File: src/rtl/mandelbrot_pkg.sv
// Shared definitions for the Mandelbrot iteration controller.
//   state_t   : controller FSM encoding (IDLE, START, WAIT, DONE)
//   DEF_WIDTH : default fixed-point word width shared with the ALU
//   FRAC/ONE  : fractional bit count and the value 1.0 in 2.(WIDTH-2) format
package mandelbrot_pkg;

  typedef enum logic [1:0] {
    IDLE  = 2'd0,
    START = 2'd1,
    WAIT  = 2'd2,
    DONE  = 2'd3
  } state_t;

  localparam int DEF_WIDTH = 8;
  localparam int FRAC      = DEF_WIDTH - 2;
  localparam int ONE       = 1 << FRAC;

endpackage

File: src/rtl/mandelbrot_iter_ctrl.sv
// Per-pixel iteration controller for the Mandelbrot single-step ALU.
// Accepts c = (cr, ci), starts z at 0 and steps the external ALU one
// iteration at a time until z escapes or max_iter iterations are done.
//
// Ports:
//   clk, rst                  clock, synchronous active-high reset
//   in_valid/in_ready         pixel request handshake (ready only in IDLE)
//   in_cr, in_ci, max_iter    pixel and its iteration limit, sampled on accept
//   out_valid/out_ready       result handshake
//   out_iter, out_escaped     iteration count and escape flag
//   alu_start, alu_finished   one-cycle start pulse / ALU result valid
//   alu_cr/ci, alu_zr/zi      operands held stable from START through WAIT
//   alu_out_zr/zi             next z from the ALU
//   alu_size, alu_overflow    escape indications from the ALU
//
// state | meaning
// IDLE  | waiting for a pixel, in_ready=1
// START | alu_start high for this single cycle
// WAIT  | waiting for alu_finished (first cycle masked)
// DONE  | result presented until out_ready
module mandelbrot_iter_ctrl
  import mandelbrot_pkg::*;
#(
  parameter int WIDTH  = 8,
  parameter int ITER_W = 8
) (
  input  logic              clk,
  input  logic              rst,
  input  logic              in_valid,
  output logic              in_ready,
  input  logic [WIDTH-1:0]  in_cr,
  input  logic [WIDTH-1:0]  in_ci,
  input  logic [ITER_W-1:0] max_iter,
  output logic              out_valid,
  input  logic              out_ready,
  output logic [ITER_W-1:0] out_iter,
  output logic              out_escaped,
  output logic              alu_start,
  input  logic              alu_finished,
  output logic [WIDTH-1:0]  alu_cr,
  output logic [WIDTH-1:0]  alu_ci,
  output logic [WIDTH-1:0]  alu_zr,
  output logic [WIDTH-1:0]  alu_zi,
  input  logic [WIDTH-1:0]  alu_out_zr,
  input  logic [WIDTH-1:0]  alu_out_zi,
  input  logic              alu_size,
  input  logic              alu_overflow
);

  state_t            state;
  logic              first_wait;
  logic [ITER_W-1:0] iter;
  logic [ITER_W-1:0] iter_lim;
  logic [ITER_W-1:0] iter_next;

  // iter stays below iter_lim while iterating, so this never wraps
  assign iter_next = iter + 1'b1;

  assign in_ready  = (state == IDLE);
  assign out_valid = (state == DONE);

  // alu_start is set on the transition into START so it is high exactly
  // for the START cycle.
  always_ff @(posedge clk) begin
    if (rst) begin
      state       <= IDLE;
      first_wait  <= 1'b0;
      alu_start   <= 1'b0;
      out_iter    <= '0;
      out_escaped <= 1'b0;
      alu_cr      <= '0;
      alu_ci      <= '0;
      alu_zr      <= '0;
      alu_zi      <= '0;
      iter        <= '0;
      iter_lim    <= '0;
    end else begin
      case (state)
        IDLE: begin
          alu_start <= 1'b0;
          if (in_valid) begin
            alu_cr   <= in_cr;
            alu_ci   <= in_ci;
            iter_lim <= max_iter;
            alu_zr   <= '0;
            alu_zi   <= '0;
            iter     <= '0;
            if (max_iter == '0) begin
              out_iter    <= '0;
              out_escaped <= 1'b0;
              state       <= DONE;
            end else begin
              alu_start <= 1'b1;
              state     <= START;
            end
          end
        end
        START: begin
          alu_start  <= 1'b0;
          first_wait <= 1'b1;
          state      <= WAIT;
        end
        WAIT: begin
          first_wait <= 1'b0;
          // a finished still high from the previous op is ignored here
          if (!first_wait && alu_finished) begin
            if (alu_size || alu_overflow) begin
              out_iter    <= iter;
              out_escaped <= 1'b1;
              state       <= DONE;
            end else if (iter_next == iter_lim) begin
              out_iter    <= iter_lim;
              out_escaped <= 1'b0;
              state       <= DONE;
            end else begin
              alu_zr    <= alu_out_zr;
              alu_zi    <= alu_out_zi;
              iter      <= iter_next;
              alu_start <= 1'b1;
              state     <= START;
            end
          end
        end
        DONE: begin
          alu_start <= 1'b0;
          if (out_ready) begin
            state <= IDLE;
          end
        end
        default: begin
          alu_start <= 1'b0;
          state     <= IDLE;
        end
      endcase
    end
  end

endmodule

File: config.mk
export PLATFORM = sky130hd
export DESIGN_NAME = mandelbrot_iter_ctrl
export DESIGN_NICKNAME = d
export VERILOG_FILES = /design/src/rtl/mandelbrot_pkg.sv /design/src/rtl/mandelbrot_iter_ctrl.sv
export SDC_FILE = /design/constraint.sdc
export NUM_CORES = 1
export LEC_CHECK = 0
export CAP_MARGIN = 20
export CORE_MARGIN = 8
export CORE_UTILIZATION = 50
export CTS_CLUSTER_DIAMETER = 30
export DETAILED_ROUTE_END_ITERATION = 16
export PLACE_DENSITY = 0.86
export SYNTH_ARGS = -nofsm -noshare
export SYNTH_HDL_FRONTEND = slang
export SYNTH_SLANG_ARGS = --single-unit
File: constraint.sdc
create_clock -name clk -period 5.1 [get_ports clk]
set_input_delay 1.02 -clock clk [delete_from_list [all_inputs] [get_ports clk]]
set_output_delay 1.02 -clock clk [all_outputs]
set_load 0.03 [all_outputs]
Yosys cells after proc, flatten, opt, wreduce, memory -nomap -nowiden
Cells that the tools add are included.

cells by class
  add/sub/neg operators = 1
  eq/ne operators = 11
  muxes and demuxes = 39
  reductions and logical operators = 13

operators with widths
  kind                                                                     number
  8-bit two-way mux                                                        15
  8-bit one-hot mux with 2 select lines                                    4
  2-bit two-way mux                                                        6
  1-bit two-way mux                                                        10
  5-bit AND reduction                                                      2
  8-bit by 1-bit adder with 8-bit output, second input constant            1
  8-bit equality test                                                      1
  8-bit logical NOT                                                        1
  2-bit inequality test, second input constant                             4
  2-bit one-hot mux with 4 select lines                                    1
  3-bit AND reduction                                                      2
  2-bit equality test, second input constant                               2
  2-bit by 1-bit inequality test with 1-bit output, second input constant  2
  1-bit one-hot mux with 2 select lines                                    2
  2-bit nonzero test                                                       2
  3-bit inequality test, second input constant                             1
  1-bit one-hot mux with 3 select lines                                    1
  2-bit by 1-bit equality test with 1-bit output, second input constant    1
  2-bit logical NOT                                                        1
  2-bit AND reduction                                                      1
  2-bit OR reduction                                                       1
  1-bit logical AND                                                        1
  1-bit logical NOT                                                        1
  1-bit logical OR                                                         1

word-level totals
  bits in registers = 61
  output and inout bits = 44

Depth between registers and ports, before layout
Gate-level depths: netlist (run 1).

  depth in word-level cells = 6
  gate-level depth with buffers = 9

Worst setup path before layout (run 1)
OpenSTA, ideal clock, no wires.

  kind = input to register
  start = in alu_overflow
  end = reg alu_zi[6]
  setup time = 0.117 ns
  arrival time = 2.254 ns
  required time = 4.983 ns
  slack = 2.729 ns
  stages = 6
  path through = or2_2 -> buf_2 -> nor3_2 -> o41ai_4 -> buf_6 -> a22o_2

between the ends
  word-level cells in the longest chain between the ends = 3

RTL lines
  what                             line                         RTL
  from (decl)                      mandelbrot_iter_ctrl.sv:47   input logic alu_overflow
  1-bit logical OR                 mandelbrot_iter_ctrl.sv:107  if (alu_size || alu_overflow) begin
  2-bit inequality test (no line)  --
  5-bit AND reduction (no line)    --
  to (signal assigned)             mandelbrot_iter_ctrl.sv:117  alu_zi <= alu_out_zi;
  to (decl)                        mandelbrot_iter_ctrl.sv:43   output logic [WIDTH-1:0] alu_zi,

No other way between the ends.
A chain may end at the register's enable or synchronous reset.

==> results of run 1 <==
-- layer usage --
layer / GRT usage [%] / up-vias
li1: - / 1315
met2: 33.2 / 106
met3: 6.19 / 19
met4: 7.79 / 0
met1: 21.9 / 1270
met5: 0 / -
-- area by class of cell --
type                    count  area [um^2]
multi-input cells         230         1540
clock buffers              11          151
repair buffers             92          920
well taps                  72         90.1
fillers                   422         1610
inverters                   6         22.5
clock inverters             4         23.8
flip-flops and latches     61         1220
-- per-stage QoR --
step	hold slack (ns)	instance area [um^2]	total power (uW)
CTS	0.456	3960	1540
global route	0.469	3960	1620
global placement	0.442	3780	1130
detailed placement	0.446	3790	1150
floorplan	0.460	2910	977
finish	0.452	3960	1530
-- path summary, 6_finish.rpt --
check / depth (start not counted) / end / slack (ns)
max: 5 / alu_zi[1] / 2.14
min: 2 / alu_ci[0] / 0.45
max reg2reg: 7 / alu_zi[1] / 2.21
min reg2reg: 2 / alu_ci[0] / 0.45
-- worst max-delay path, stage by stage --
cell and delay, ns:
clkdlybuf4s50_1 0.40, buf_4 0.27, nand2b_1 0.30, o41ai_4 0.95
a22o_2 0.28
-- flip-flops by register name, indices dropped and copies added, names as in the netlist, 2 cells and up --
signal,count
alu_ci,8
alu_cr,8
alu_zi,8
alu_zr,8
iter,8
iter_lim,8
out_iter,8
state,2
-- Yosys cell counts (all sizes together) (4+ instances only) --
cell type  instances
a21oi             28
a22o              17
a31oi              8
buf                9
clkbuf            13
dfxtp             61
ha                 5
inv                6
mux2i             11
nand2             63
nand2b            11
nand3              9
nor2               8
nor2b              4
nor4               5
o21ai              4
o32ai              8
xnor2              5
xor2               4
-- logic make-up (layout without fill, tap and decap cells) --
logic type / count (synthesis) / after routing / share of synthesized area (%)
compound gates: 88 / 88 / 24.0
xor+xnor: 9 / 9 / 2.71
fa+ha+maj: 5 / 5 / 2.15
buf+inv: 28 / 113 / 5.12
flops: 61 / 61 / 42.0
mux: 12 / 12 / 4.18
simple gates: 116 / 116 / 19.8
-- power by group through the flow --
stage | Combinational [uW] | Clock (uW) | Sequential (uW)
3_5_place_dp | 567 | 0 | 586
3_3_place_gp | 551 | 0 | 582
5_1_grt | 620 | 412 | 583
4_1_cts | 570 | 392 | 575
6_report | 569 | 384 | 576
2_1_floorplan | 347 | 0 | 631
==> out/summary.txt, run 1 <==
Remaining Overflow, GRT -> 0
Initial Util -> 52.1%
hold path start -> alu_ci[0]
setup ws final -> 2.14 ns
pre-CTS setup slack -> 1.80 ns
total CTS buffers -> 9
vias per inst -> 5.69
CP Data Required Time -> 5.38 ns
Synth cell types -> 54
Cells after Synth -> 319
initial antenna violation count -> 0
NetSw -> 577 uW
fin crit period -> 2.96 ns
Seq/Total Area, Yosys -> 42.0%
Post-Synthesis Cell Area -> 2910 um^2
DIE WIDTH -> 92.2 um
unrepaired setup endpoints after global routing -> false
CP endpoint kind -> flop
leading cell type in the layout, fill and taps excluded -> clkdlybuf4s50_1
FF+latch count, synth -> 61
Layout area overhead -> 36.4%
critical path startpoint -> rst
largest net degree at the start of global routing -> 50
number of global-route vias before repair -> 2,706
run status -> completed
relative max-transition margin -> 37.0%
nature of the critical path startpoint -> input pin
first-pass GRT wire length -> 13,400 um
fin nets -> 452
Internal -> 951 uW
total wire length -> 8080 um
# IOs -> 91
Routed wire per std cell -> 17.0 um
dpl cells -> 461
CTS tree -> built
post-CTS sizing -> 0
yosys warns -> 0
Pleak -> 0.00142 uW
r2r startpoint -> iter[0]
Max Freq -> 338 MHz
final hold vios -> 0
switching share of power -> 37.8%
Syn Area/Cell -> 9.11 um^2
most frequent cells in the layout -> clkdlybuf4s50_1, nand2_1, dfxtp_1, a21oi_1, a22o_2
Worst Hold Class -> reg -> reg
Setup Buffers After CTS -> 0
Max VDD drop -> 0.000260 V
DR pass1 iterations -> 5
Initial DRC Count -> 246
post-layout util -> 71.1%
wire length on met3 -> 467 um
drt drc -> 0
Metal-1 WL -> 3260 um
Pwr Density -> 386 nW/um^2
EDFF count, synth -> 0
GP Congestion -> 0.921
dominant cell type by area after synthesis -> dfxtp_1
Die Ht -> 92.2 um
clock-pin transition on the worst setup and hold timing paths -> 0.07 ns
top area cells in the synthesized netlist -> dfxtp_1, nand2_1, a21oi_1
Setup CP Type -> in -> reg
max-slew violations -> 0
root buf cell -> clkbuf_8
DRT antenna net count -> 0
most used flip-flop cell after synthesis -> dfxtp_1
fin crit share -> 58.0%
Critical Path AT -> 3.24 ns
clock buffer depth -> 2
I/O Buffers -> 90
register share of total power -> 37.7%
# hold bufs at CTS -> 0
die area -> 8510 um^2
# rows -> 27
Comb pwr share -> 37.2%
core area -> 5570 um^2
Worst-Margin Slew -> 0.942 ns
clock sink count -> 61
H-tree depth -> 3
Post-synth ARST share -> 0%
crit-path max FO -> 49
Tot GR Track Use -> 19.4%
top routing layer used -> met4
post-synth top area share -> 42.0%
final std cells w/o fill -> 476
diode count -> 0
Worst-Skew Late Latency -> 0.34 ns
Final setup viols -> 0
Worst Skew -> 0.0102 ns
Vias -> 2,710
DP Wirelength -> 5820 um
met2 wire len -> 4190 um
Synthesized Nets -> 371
max-cap check violation count -> 0
clock power share -> 25.1%
layout cells sized above 1 -> 12.1%
setup TNS -> 0 ns
(Power assumes the default switching activity.)
==> run 2, diff against run 1 <==
--- a/config.mk
+++ b/config.mk
@@ -7,10 +7,10 @@
 export LEC_CHECK = 0
 export CAP_MARGIN = 20
 export CORE_MARGIN = 8
-export CORE_UTILIZATION = 50
+export CORE_UTILIZATION = 42
 export CTS_CLUSTER_DIAMETER = 30
 export DETAILED_ROUTE_END_ITERATION = 16
-export PLACE_DENSITY = 0.86
+export PLACE_DENSITY = 0.77
 export SYNTH_ARGS = -nofsm -noshare
 export SYNTH_HDL_FRONTEND = slang
 export SYNTH_SLANG_ARGS = --single-unit
==> constraint.sdc (replaced) <==
create_clock -name clk -period 2.35 [get_ports clk]
set_input_delay 0.47 -clock clk [delete_from_list [all_inputs] [get_ports clk]]
set_output_delay 0.47 -clock clk [all_outputs]
set_load 0.03 [all_outputs]
==> out/summary.txt, run 2 (synthesized netlist as in run 1, its figures left out) <==
r2r endpoint -> iter[0] (was alu_zi[1])
die area -> 9830 um^2 (was 8510 um^2)
I/O Buffers -> 90 (unchanged)
fin crit share -> 96.1%
total CTS buffers -> 9 (unchanged)
vias per inst -> 5.32 (was 5.69)
fin crit period -> 2.26 ns
# hold bufs at CTS -> 0 (unchanged)
DRT antenna net count -> 0 (unchanged)
relative max-transition margin -> 70.1% (was 37.0%)
pre-CTS setup slack -> -0.179 ns (was 1.80 ns)
H-tree depth -> 3 (unchanged)
crit-path cells -> and4_4 -> nand2_1 -> nor3_2 -> buf_4 -> o2111a_2 -> nor3_4 -> buf_12 -> mux2_2 (was clkdlybuf4s50_1 -> buf_4 -> nand2b_1 -> o41ai_4 -> a22o_2)
leading cell type in the layout, fill and taps excluded -> clkdlybuf4s50_1 (unchanged)
Max Freq -> 443 MHz
max-slew violations -> 0 (unchanged)
Worst Skew -> 0.00807 ns (was 0.0102 ns)
Worst-Skew Late Latency -> 0.33 ns (was 0.34 ns)
Setup CP Type -> reg -> reg (was in -> reg)
Initial DRC Count -> 195 (was 246)
Pwr Density -> 832 nW/um^2 (was 386 nW/um^2)
initial antenna violation count -> 0 (unchanged)
Critical Path AT -> 2.48 ns (was 3.24 ns)
slowest CP cell -> dfxtp_1 (was o41ai_4)
max-cap check violation count -> 0 (unchanged)
Worst-Margin Slew -> 0.445 ns (was 0.942 ns)
diode count -> 0 (unchanged)
setup TNS -> 0 ns (unchanged)
R2R depth -> 8 (was 7)
hold depth -> 2 (unchanged)
largest net degree at the start of global routing -> 40 (was 50)
total wire length -> 8530 um (was 8080 um)
DR pass1 iterations -> 4 (was 5)
core area -> 6760 um^2 (was 5570 um^2)
layout cells sized above 1 -> 19.1% (was 12.1%)
GP Congestion -> 0.916 (was 0.921)
most frequent cells in the layout -> clkdlybuf4s50_1, nand2_1, dfxtp_1, buf_4, a21oi_1 (was clkdlybuf4s50_1, nand2_1, dfxtp_1, a21oi_1, a22o_2)
Pleak -> 0.00157 uW (was 0.00142 uW)
first-pass GRT wire length -> 13,800 um (was 13,400 um)
clock sink count -> 61 (unchanged)
CP endpoint kind -> flop (unchanged)
Vias -> 2,738 (was 2,710)
Initial Util -> 43.0% (was 52.1%)
Design Power -> 3540 uW (was 1530 uW)
CP peak stage delay -> 0.47 ns (was 0.95 ns)
Remaining Overflow, GRT -> 0 (unchanged)
final hold vios -> 0 (unchanged)
r2r startpoint -> iter[3] (was iter[0])
clock-pin transition on the worst setup and hold timing paths -> 0.07 ns (about the same)
Worst Hold Class -> reg -> reg (unchanged)
DP Wirelength -> 6270 um (was 5820 um)
nature of the critical path startpoint -> flop (was input pin)
CTS tree -> built (unchanged)
setup ws final -> 0.0906 ns (was 2.14 ns)
hold path endpoint -> alu_ci[6] (was alu_ci[0])
root buf cell -> clkbuf_8 (unchanged)
number of global-route vias before repair -> 2,804 (was 2,706)
Final setup viols -> 0 (unchanged)
Layout area overhead -> 46.4% (was 36.4%)
Die Ht -> 99.2 um (was 92.2 um)
fin nets -> 482 (was 452)
CP Data Required Time -> 2.57 ns (was 5.38 ns)
# IOs -> 91 (unchanged)
hold path start -> alu_ci[6] (was alu_ci[0])
crit-path max FO -> 18 (was 49)
run status -> completed (unchanged)
Max VDD drop -> 0.000404 V (was 0.000260 V)
post-layout util -> 63.0% (was 71.1%)
Routed wire per std cell -> 16.6 um (was 17.0 um)
# rows -> 30 (was 27)
Tot GR Track Use -> 17.4% (was 19.4%)
drt drc -> 0 (unchanged)
Worst R2R Setup Slack -> 0.09 ns (was 2.21 ns)
DIE WIDTH -> 99.2 um (was 92.2 um)
clock buffer depth -> 2 (unchanged)
-- run 2: changes by cell type in the layout (fill, tap and decap cells not counted), sizes merged --
cell | before | now
clkinv | 4 | 1
clkbuf | 11 | 12
clkinvlp | 0 | 3
dlymetal6s2s | 0 | 1
buf | 2 | 32
clkdlybuf4s50 | 90 | 89
-- run 2: cell type report --
type | count | area [um^2]
fill | 561 | 2500
multi-input combinational | 230 | 1540
sequential | 61 | 1220
timing repair buffer | 122 | 1170
clock buffer | 12 | 165
tap | 80 | 100
clock inverter | 4 | 31.3
inverter | 6 | 22.5
-- run 2: repair_timing --
item | CTS | global route
resized for setup | 0 | 4
endpoints found under the setup margin | 18 | 31
pin swaps | 2 | 2
buffers inserted | 1 | 3
-- run 2: layer usage --
layer  vias to the layer above  GRT usage, %  share of wire [%]
met3                        15          3.77                4.4
met4                         0          8.15                1.8
met1                      1283          19.7                 43
met2                        67          30.4                 51
met5                         -             0                  0
li1                       1373             -                  -
-- run 2: per-stage QoR --
stage | area (um^2) | hold slack (ns) | cells
floorplan | 2910 | 0.460 | 319
global placement | 3990 | 0.441 | 495
detailed placement | 3990 | 0.449 | 495
CTS | 4210 | 0.458 | 512
global route | 4250 | 0.476 | 515
finish | 4250 | 0.452 | 515
-- run 2: critical path: cells and delay by family, from the launching register on --
family / cells / cell delay [ns]
flip-flops: 1 / 0.47
multiplexers: 1 / 0.25
buffers and inverters: 2 / 0.31
AO/OA/AOI/OAI: 1 / 0.39
AND/OR/NAND/NOR: 4 / 0.72
-- run 2: power by group --
group	total (uW)	internal (uW)	switching, uW
logic	1420	609	809
clock network	887	471	416
registers	1230	1150	82.3
-- run 2: how the worst max path moves through the flow --
| stage | from | end | slack [ns] | depth (start not counted) |
|---|---|---|---|---|
| CTS | iter[1] | iter[0] | 0.0002 | 8 |
| detailed placement | iter[1] | iter[0] | -0.18 | 7 |
| floorplan | iter[0] | alu_zi[6] | 0.12 | 8 |
| global placement | iter[0] | iter[0] | -0.11 | 7 |
| finish | iter[3] | iter[0] | 0.09 | 8 |
| global route | iter[1] | iter[0] | -0.03 | 9 |
==> run 3, diff against run 2 <==
--- a/config.mk
+++ b/config.mk
@@ -7,10 +7,11 @@
 export LEC_CHECK = 0
 export CAP_MARGIN = 20
 export CORE_MARGIN = 8
-export CORE_UTILIZATION = 42
+export CORE_UTILIZATION = 43
+export CTS_BUF_LIST = sky130_fd_sc_hd__clkbuf_4
 export CTS_CLUSTER_DIAMETER = 30
 export DETAILED_ROUTE_END_ITERATION = 16
-export PLACE_DENSITY = 0.77
+export PLACE_DENSITY = 0.79
 export SYNTH_ARGS = -nofsm -noshare
 export SYNTH_HDL_FRONTEND = slang
 export SYNTH_SLANG_ARGS = --single-unit
==> out/summary.txt, run 3 (synthesized netlist as in run 1, its figures left out) <==
run status -> completed (unchanged)
CTS tree -> built (unchanged)
Vias -> 2,786 (was 2,738)
Setup CP Type -> reg -> reg (unchanged)
Worst Hold Class -> reg -> reg (unchanged)
CP peak stage delay -> 0.53 ns (was 0.47 ns)
# IOs -> 91 (unchanged)
Pwr Density -> 831 nW/um^2 (was 832 nW/um^2)
GP Congestion -> 0.916 (about the same)
Design Power -> 3470 uW (was 3540 uW)
CP endpoint kind -> flop (unchanged)
layout cells sized above 1 -> 17.8% (was 19.1%)
Initial Util -> 43.5% (was 43.0%)
Pleak -> 0.00154 uW (was 0.00157 uW)
drt drc -> 0 (unchanged)
DP Wirelength -> 6180 um (was 6270 um)
core area -> 6680 um^2 (was 6760 um^2)
# rows -> 30 (unchanged)
Tot GR Track Use -> 17.5% (was 17.4%)
vias per inst -> 5.44 (was 5.32)
most frequent cells in the layout -> clkdlybuf4s50_1, nand2_1, dfxtp_1, a21oi_1, buf_4 (was clkdlybuf4s50_1, nand2_1, dfxtp_1, buf_4, a21oi_1)
number of global-route vias before repair -> 2,817 (was 2,804)
max-slew violations -> 0 (unchanged)
clock buffer depth -> 2 (unchanged)
max-cap check violation count -> 0 (unchanged)
post-layout util -> 62.5% (was 63.0%)
relative max-transition margin -> 65.8% (was 70.1%)
largest net degree at the start of global routing -> 41 (was 40)
Worst-Skew Late Latency -> 0.41 ns (was 0.33 ns)
final hold slack -> 0.458 ns (was 0.452 ns)
Worst Skew -> 0.0172 ns (was 0.00807 ns)
initial antenna violation count -> 0 (unchanged)
crit-path cells -> and4_4 -> nand2_1 -> nor3_2 -> o2111a_2 -> nor3_4 -> buf_12 -> mux2_2 (was and4_4 -> nand2_1 -> nor3_2 -> buf_4 -> o2111a_2 -> nor3_4 -> buf_12 -> mux2_2)
leading cell type in the layout, fill and taps excluded -> clkdlybuf4s50_1 (unchanged)
Layout area overhead -> 43.7% (was 46.4%)
fin nets -> 479 (was 482)
Initial DRC Count -> 179 (was 195)
root buf cell -> clkbuf_4 (was clkbuf_8)
Critical Path AT -> 2.59 ns (was 2.48 ns)
I/O Buffers -> 90 (unchanged)
first-pass GRT wire length -> 13,600 um (was 13,800 um)
fin crit share -> 97.6% (was 96.1%)
worst path bufs/invs -> 1 (was 2)
area of the multi-input gates -> 1550 um^2 (was 1540 um^2)
DR pass1 iterations -> 5 (was 4)
Die Ht -> 98.2 um (was 99.2 um)
die area -> 9640 um^2 (was 9830 um^2)
Final setup viols -> 0 (unchanged)
Max Freq -> 436 MHz (was 443 MHz)
# fillers -> 558 (was 561)
Crit path max-delay family -> simple AND/OR/NAND/NOR gates (unchanged)
register area -> 1220 um^2 (unchanged)
clock sink count -> 61 (unchanged)
DIE WIDTH -> 98.2 um (was 99.2 um)
final hold vios -> 0 (unchanged)
Remaining Overflow, GRT -> 0 (unchanged)
nature of the critical path startpoint -> flop (unchanged)
Routed wire per std cell -> 16.6 um (about the same)
diode count -> 0 (unchanged)
# hold bufs at CTS -> 0 (unchanged)
DRT antenna net count -> 0 (unchanged)
slowest CP cell -> dfxtp_1 (unchanged)
fin crit period -> 2.29 ns (was 2.26 ns)
H-tree depth -> 3 (unchanged)
clock-pin transition on the worst setup and hold timing paths -> 0.11 ns (was 0.07 ns)
Worst-Margin Slew -> 0.508 ns (was 0.445 ns)
Max VDD drop -> 0.000411 V (was 0.000404 V)
CP Data Required Time -> 2.65 ns (was 2.57 ns)
total wire length -> 8520 um (was 8530 um)
total CTS buffers -> 9 (unchanged)
crit-path max FO -> 18 (unchanged)
run 3: cell types whose count changed in the layout (fill, tap and decap cells not counted), moves of 2 or more:
cell / previous run / this run
buf_4: 30 / 27
clkbuf_8: 12 / 0
bufinv_16: 0 / 2
clkinv_2: 0 / 2
clkinvlp_4: 3 / 1
clkbuf_4: 0 / 9
run 3: path summary, 6_finish.rpt:
kind	slack, ns	cells past startpoint	from	to
min	0.46	2	alu_ci[4]	alu_ci[4]
min reg2reg	0.46	2	alu_ci[4]	alu_ci[4]
max	0.06	7	iter[3]	iter[0]
max reg2reg	0.06	7	iter[3]	iter[0]
run 3: repair_timing:
action | in CTS | in global routing
gates cloned | 0 | 1
pin swaps | 2 | 2
buffers inserted | 2 | 2
gates resized for setup | 1 | 2
endpoints found under the setup margin | 19 | 24
run 3: final cells by class:
type / instances / share of cell area, %
sequential: 61 / 29.3
inverter: 6 / 0.539
tap: 80 / 2.40
multi-input combinational: 231 / 37.1
timing repair buffer: 118 / 26.9
clock inverter: 7 / 2.16
clock buffer: 9 / 1.62
run 3: power breakdown:
| part | switching (uW) | leakage [uW] | internal [uW] |
|---|---|---|---|
| registers | 86.7 | 0.000496 | 1150 |
| logic | 820 | 0.000961 | 593 |
| clock network | 394 | 0.0000833 | 426 |
run 3: per-stage QoR:
step	cells	setup TNS, ns	cell area [um^2]	worst slack, ns
after floorplan	319	0	2910	0.125
after global placement	491	-1.92	3960	-0.114
after detailed placement	491	-3.67	3960	-0.212
after CTS	509	0	4130	0.0349
after global routing	512	-0.0154	4180	-0.0103
final	512	0	4180	0.0555
run 3: metal layers:
layer | vias up | part of all wire [%] | global-route usage (%)
met5 | - | 0 | 0
met4 | 0 | 2.5 | 9.21
met3 | 19 | 5.7 | 3.70
met2 | 85 | 51 | 30.6
met1 | 1312 | 41 | 19.4
li1 | 1370 | - | -
run 3: worst register-to-register path: stages (launching register included):
cell and delay (ns):
dfxtp_1 0.53, and4_4 0.29, nand2_1 0.13, nor3_2 0.37, o2111a_2 0.39, nor3_4 0.07, buf_12 0.15, mux2_2 0.26
